==> config.mk <==
export PLATFORM = sky130hd
export DESIGN_NAME = lfsr_bist_engine
export DESIGN_NICKNAME = d
export VERILOG_FILES = /design/src/rtl/lfsr_pkg.sv /design/src/rtl/lfsr_step.sv /design/src/rtl/lfsr_bist_engine.sv
export SDC_FILE = /design/constraint.sdc
export NUM_CORES = 1
export LEC_CHECK = 0
export BUFFER_PORTS_ARGS = -buffer_cell sky130_fd_sc_hd__buf_4
export CAP_MARGIN = 5
export CORE_MARGIN = 4
export CORE_UTILIZATION = 45
export DETAILED_ROUTE_END_ITERATION = 16
export GPL_TIMING_DRIVEN = 0
export PLACE_DENSITY_LB_ADDON = 0.2
export SETUP_SLACK_MARGIN = 0.15
export SYNTH_ARGS = -nofsm -noshare
export SYNTH_HDL_FRONTEND = slang
export SYNTH_HIERARCHICAL = 1
export SYNTH_SLANG_ARGS = --single-unit
==> constraint.sdc <==
create_clock -name CLK -period 2.6 [get_ports CLK]
set_input_delay 0.52 -clock CLK [delete_from_list [all_inputs] [get_ports CLK]]
set_output_delay 0.52 -clock CLK [all_outputs]
set_load 0.1 [all_outputs]
==> src/rtl/lfsr_pkg.sv <==
// lfsr_pkg: shared definitions for the LFSR BIST engine.
//   state_t        FSM state encoding (IDLE / RUN / DONE)
//   MODE_PRPG/MISR values of the mode input
//   POLY8/16/32    maximal-length Fibonacci tap masks (bit i set => q[i] feeds the XOR)
package lfsr_pkg;

    typedef enum logic [1:0] {
        ST_IDLE = 2'd0,
        ST_RUN  = 2'd1,
        ST_DONE = 2'd2
    } state_t;

    localparam logic MODE_PRPG = 1'b0;
    localparam logic MODE_MISR = 1'b1;

    // x^8+x^6+x^5+x^4+1, x^16+x^14+x^13+x^11+1, x^32+x^22+x^2+x+1
    localparam logic [7:0]  POLY8  = 8'hB8;
    localparam logic [15:0] POLY16 = 16'hB400;
    localparam logic [31:0] POLY32 = 32'h8020_0003;

endpackage

==> src/rtl/lfsr_step.sv <==
// lfsr_step: combinational next-state function of a W-bit Fibonacci LFSR/MISR.
//   q        current state
//   data_in  response word folded in when mode = MODE_MISR
//   mode     MODE_PRPG / MODE_MISR
//   q_next   state after one step
module lfsr_step
    import lfsr_pkg::*;
#(
    parameter int             W    = 8,
    parameter logic [W-1:0]   POLY = POLY8
) (
    input  logic [W-1:0] q,
    input  logic [W-1:0] data_in,
    input  logic         mode,
    output logic [W-1:0] q_next
);

    logic         fb;
    logic [W-1:0] m;

    always_comb begin
        fb     = ^(q & POLY);
        m      = (mode == MODE_MISR) ? data_in : '0;
        q_next = {q[W-2:0], fb} ^ m;
    end

endmodule

==> src/rtl/lfsr_bist_engine.sv <==
// lfsr_bist_engine: W-bit LFSR used as pattern generator (PRPG) or signature
// register (MISR), running COUNT steps per start and holding the result.
//   CLK, RSTn      clock, asynchronous active-low reset
//   mode           0 = PRPG, 1 = MISR (sampled every step)
//   seed/seed_load load a seed while idle or done (zero PRPG seed is replaced)
//   start/abort    begin a run / terminate it without stepping
//   data_in        CUT response word for MISR compression
//   q              state / signature; serial_out = q[W-1], tap_out = q[OUT_TAP]
//   busy/done      running / run completed; zero_seed flags a sanitised seed
module lfsr_bist_engine
    import lfsr_pkg::*;
#(
    parameter int           W            = 8,
    parameter logic [W-1:0] POLY         = 8'hB8,
    parameter logic [W-1:0] SEED_DEFAULT = 8'h01,
    parameter int           COUNT        = 255,
    parameter int           OUT_TAP      = 3
) (
    input  logic         CLK,
    input  logic         RSTn,
    input  logic         mode,
    input  logic [W-1:0] seed,
    input  logic         seed_load,
    input  logic         start,
    input  logic         abort,
    input  logic [W-1:0] data_in,
    output logic [W-1:0] q,
    output logic         serial_out,
    output logic         tap_out,
    output logic         busy,
    output logic         done,
    output logic         zero_seed
);

    localparam int            CW   = $clog2(COUNT + 1);
    localparam logic [CW-1:0] LAST = CW'(COUNT - 1);

    state_t        state;
    logic [CW-1:0] cnt;
    logic          start_pend;  // start that arrived together with seed_load
    logic [W-1:0]  q_next;

    lfsr_step #(.W(W), .POLY(POLY)) u_step (
        .q       (q),
        .data_in (data_in),
        .mode    (mode),
        .q_next  (q_next)
    );

    assign serial_out = q[W-1];
    assign tap_out    = q[OUT_TAP];

    always_ff @(posedge CLK or negedge RSTn) begin
        if (!RSTn) begin
            state      <= ST_IDLE;
            cnt        <= '0;
            start_pend <= 1'b0;
            q          <= SEED_DEFAULT;
            busy       <= 1'b0;
            done       <= 1'b0;
            zero_seed  <= 1'b0;
        end else begin
            case (state)
                ST_RUN: begin
                    // abort wins over terminal count and freezes q
                    if (abort) begin
                        state <= ST_IDLE;
                        busy  <= 1'b0;
                    end else begin
                        q   <= q_next;
                        cnt <= cnt + 1'b1;
                        if (cnt == LAST) begin
                            state <= ST_DONE;
                            busy  <= 1'b0;
                            done  <= 1'b1;
                        end
                    end
                end
                default: begin
                    start_pend <= 1'b0;
                    if (seed_load) begin
                        // a load leaves DONE so that done and state stay consistent
                        state      <= ST_IDLE;
                        done       <= 1'b0;
                        start_pend <= start;
                        if (mode == MODE_PRPG && seed == '0) begin
                            q         <= SEED_DEFAULT;
                            zero_seed <= 1'b1;
                        end else begin
                            q         <= seed;
                            zero_seed <= 1'b0;
                        end
                    end else if (start || start_pend) begin
                        state <= ST_RUN;
                        cnt   <= '0;
                        busy  <= 1'b1;
                        done  <= 1'b0;
                    end
                end
            endcase
        end
    end

endmodule

==> key figures <==
Outcome
  • Outcome: complete, no violations

Clocking
  • Max clock buf depth: 2
  • Setup bufs post-CTS: 0
  • CTS resizes: 0
  • Root buffer cell: clkbuf_4
  • TritonCTS clock tree: done
  • Skew-Pair Late Insertion Delay: 0.30 ns
  • # hold bufs at CTS: 0
  • Cts bufs inserted: 3
  • Clock transition at path regs: 0.12 ns
  • CTS H-tree depth: 1
  • Sink Count: 22

Power
  • Reg power frac: 31.6%
  • Sw Share: 51.63%
  • Net switching power: 0.8432 mW
  • Static leakage: 0.7445 nW
  • Power per cell area: 1044 nW/µm²
  • VDD IR-drop max: 0.0009432 V
  • Power share of the clock group: 11.3%
  • Internal: 0.7900 mW
  • Logic pwr share: 57.1%

Job
  • Max Cap Viol: 0

Die
  • Die width: 60.39 µm
  • Die area: 3646 µm²
  • Initial Util: 48.53%
  • Core Region: 2545 µm²
  • Die Y: 60.39 µm
  • Num ports: 35
  • Row cnt: 18

Timing
  • Max_slew headroom: 53.92%
  • Final Hold Vio Count: 0
  • Tmin final: 1.744 ns
  • Unrepaired setup endpoints after global routing: false
  • Setup TNS Final: 0 ns
  • Fmax: 0.5735 GHz
  • Actual slew at the worst max-slew pin: 0.6882 ns
  • Final Skew: 0.004639 ns
  • Post-route clock period utilization: 67.07%
  • # setup viols final: 0
  • Slew Limit Fails: 0

Global routing
  • Antenna violations before repair: 0
  • Global-route wire length before repair: 4.574 mm
  • Grt total ovfl: 0
  • Vias in the first global route: 988
  • Largest net degree at the start of global routing: 23
  • GR Util All Layers: 16.53%

Yosys
  • Cell taking the most area after synthesis: dfrtp_1
  • Synth Instances: 122
  • Ys flop type: dfrtp_1
  • Top cell type's share of synthesized area: 42.55%
  • Count leader, synth: dfrtp_1
  • Register bit total from synthesis: 22
  • Async SR Flop Fraction: 100.0%
  • Top cells by area, synth: dfrtp_1 43%, a32o_1 5.7%, xnor2_1 5.7%, nand2_1 5.2%, a21o_1 4.9%
  • Post-Synthesis Mean Instance Area: 10.12 µm²
  • Most frequent cells after synthesis: 21 x dfrtp_1, 17 x nand2_1, 8 x a21o_1, 8 x xnor2_1, 7 x a32o_1
  • Synth warn: 6
  • Synth Net Count: 146
  • Seq/Total Area, Yosys: 44.68%
  • Post-Syn Area: 1235 µm²
  • EDFF count, synth: 0
  • Netlist cell types: 39

Layout
  • Nets: 185
  • Area growth, synth to finish: 26.65%
  • Diode count: 0
  • Share of layout cells above drive strength 1: 30.00%
  • Final Non-Filler Cells: 190

Setup path
  • Flop2flop setup slack: 0.86 ns
  • Crit-path max cell delay: 0.51 ns
  • Worst path required time: 2.83 ns
  • Reg2reg start: state[1]
  • CP Capture Type: flop
  • Reg2reg path depth: 4
  • WS Path Type: flop to flop
  • R2r endpoint: cnt[7]
  • Startpoint Class: flop
  • Critical Path, Cell by Cell: or3b_1, buf_2, or4_1, a21oi_1
  • Crit Path Max Fanout: 10
  • Critical path data arrival time: 1.97 ns
  • Worst path slowest cell: or4_1

Placement
  • GP Congestion: 0.7515
  • Placed Cells: 186
  • Post-detail-place hpwl: 2.154 mm
  • Port Buf Inserts: 34

Hold path
  • HP Class: input port to asynchronous set/reset pin

Drt
  • Vias per cell: 5.779
  • Routed vias: 1098
  • Drt total wl: 2.809 mm
  • DR WL/cell: 14.78 µm
  • Antenna Nets Post-Route: 0
  • Detailed Route Iter0 Violations: 43
  • DRT Pass-1 Iters: 4
  • Post-route DRC violation count: 0
## routing by layer
metal / share of wire (%) / GRT usage, %
met1: 46 / 23.69
met2: 48 / 26.23
met3: 6.0 / 2.766
met4: 0.43 / 3.797
met5: 0 / 0
## power by group through the flow
stage | registers [mW] | logic (mW) | clock network [mW]
2_1_floorplan | 0.893 | 0.357 | 0
3_3_place_gp | 0.518 | 0.926 | 0
3_5_place_dp | 0.523 | 0.941 | 0
4_1_cts | 0.517 | 0.941 | 0.191
5_1_grt | 0.530 | 0.975 | 0.203
6_report | 0.516 | 0.933 | 0.184
## flip-flops by register name, indices dropped and copies added, names as in the netlist
| register | cells |
|---|---|
| done | 1 |
| cnt | 8 |
| start_pend | 1 |
| state | 2 |
| busy | 1 |
| zero_seed | 1 |
| q | 8 |
## metrics by stage
stage / hold WS [ns] / utilization, % / setup WS [ns] / power, mW / area, µm²
2_1_floorplan: 0.2244 / - / 0.6784 / 1.250 / 1235
6_report: 0.08678 / 61.46 / 0.8563 / 1.633 / 1564
5_1_grt: 0.08910 / 61.46 / 0.7497 / 1.709 / 1564
4_1_cts: 0.08812 / 61.46 / 0.8564 / 1.649 / 1564
3_3_place_gp: 0.4270 / 60.03 / 0.7187 / 1.445 / 1528
3_5_place_dp: 0.4247 / 60.03 / 0.6942 / 1.463 / 1528
## how the worst max path moves through the flow
stage | end | cells after the start | start | slack [ns]
after floorplan | q[3] | 1 | q[3] | 0.68
after global placement | cnt[7] | 5 | abort | 0.72
after detailed placement | cnt[5] | 5 | abort | 0.69
after CTS | cnt[5] | 4 | state[1] | 0.86
after global routing | cnt[5] | 4 | state[1] | 0.75
final | cnt[7] | 4 | state[1] | 0.86
## worst max-delay path, delay by kind of cell, from the launching register on
| kind | cells | cell delay [ns] |
|---|---|---|
| flops | 1 | 0.45 |
| compound gates | 1 | 0.15 |
| buf+inv | 1 | 0.18 |
| simple gates | 2 | 0.89 |
## cell families (layout without fill, tap and decap cells)
family          Yosys count  count (layout)  synth area share [%]
flops                    22              22                 44.68
compound gates           38              38                 22.39
fa+ha+maj                 2               2                 2.026
xor+xnor                 10              10                 8.815
mux                       1               1                0.9118
simple gates             40              40                 17.63
buf+inv                   9              47                 3.546
## cells in the final DEF, fill, tap and decap left out, types with 2 or more instances in the layout
master,n
o21ai_0,6
nand3_1,3
a21oi_1,6
clkbuf_4,3
nor3_1,3
a21o_1,8
buf_2,2
a32o_1,7
xnor2_1,8
inv_1,2
dfrtp_1,21
clkbuf_1,3
ha_1,2
buf_4,36
o31ai_1,3
nand4_1,2
or4_1,2
nor4_1,2
nand2_1,17
or3_1,3
## cell type report
type	instances	area (µm²)
plain buffers	7	36.28
clock buffers	4	36.28
fillers	225	980.9
inverters	2	7.507
multi-input cells	91	639.4
flip-flops and latches	22	551.8
well taps	30	37.54
repair buffers	34	255.2
Note: power is estimated with default switching activity, not from simulation.
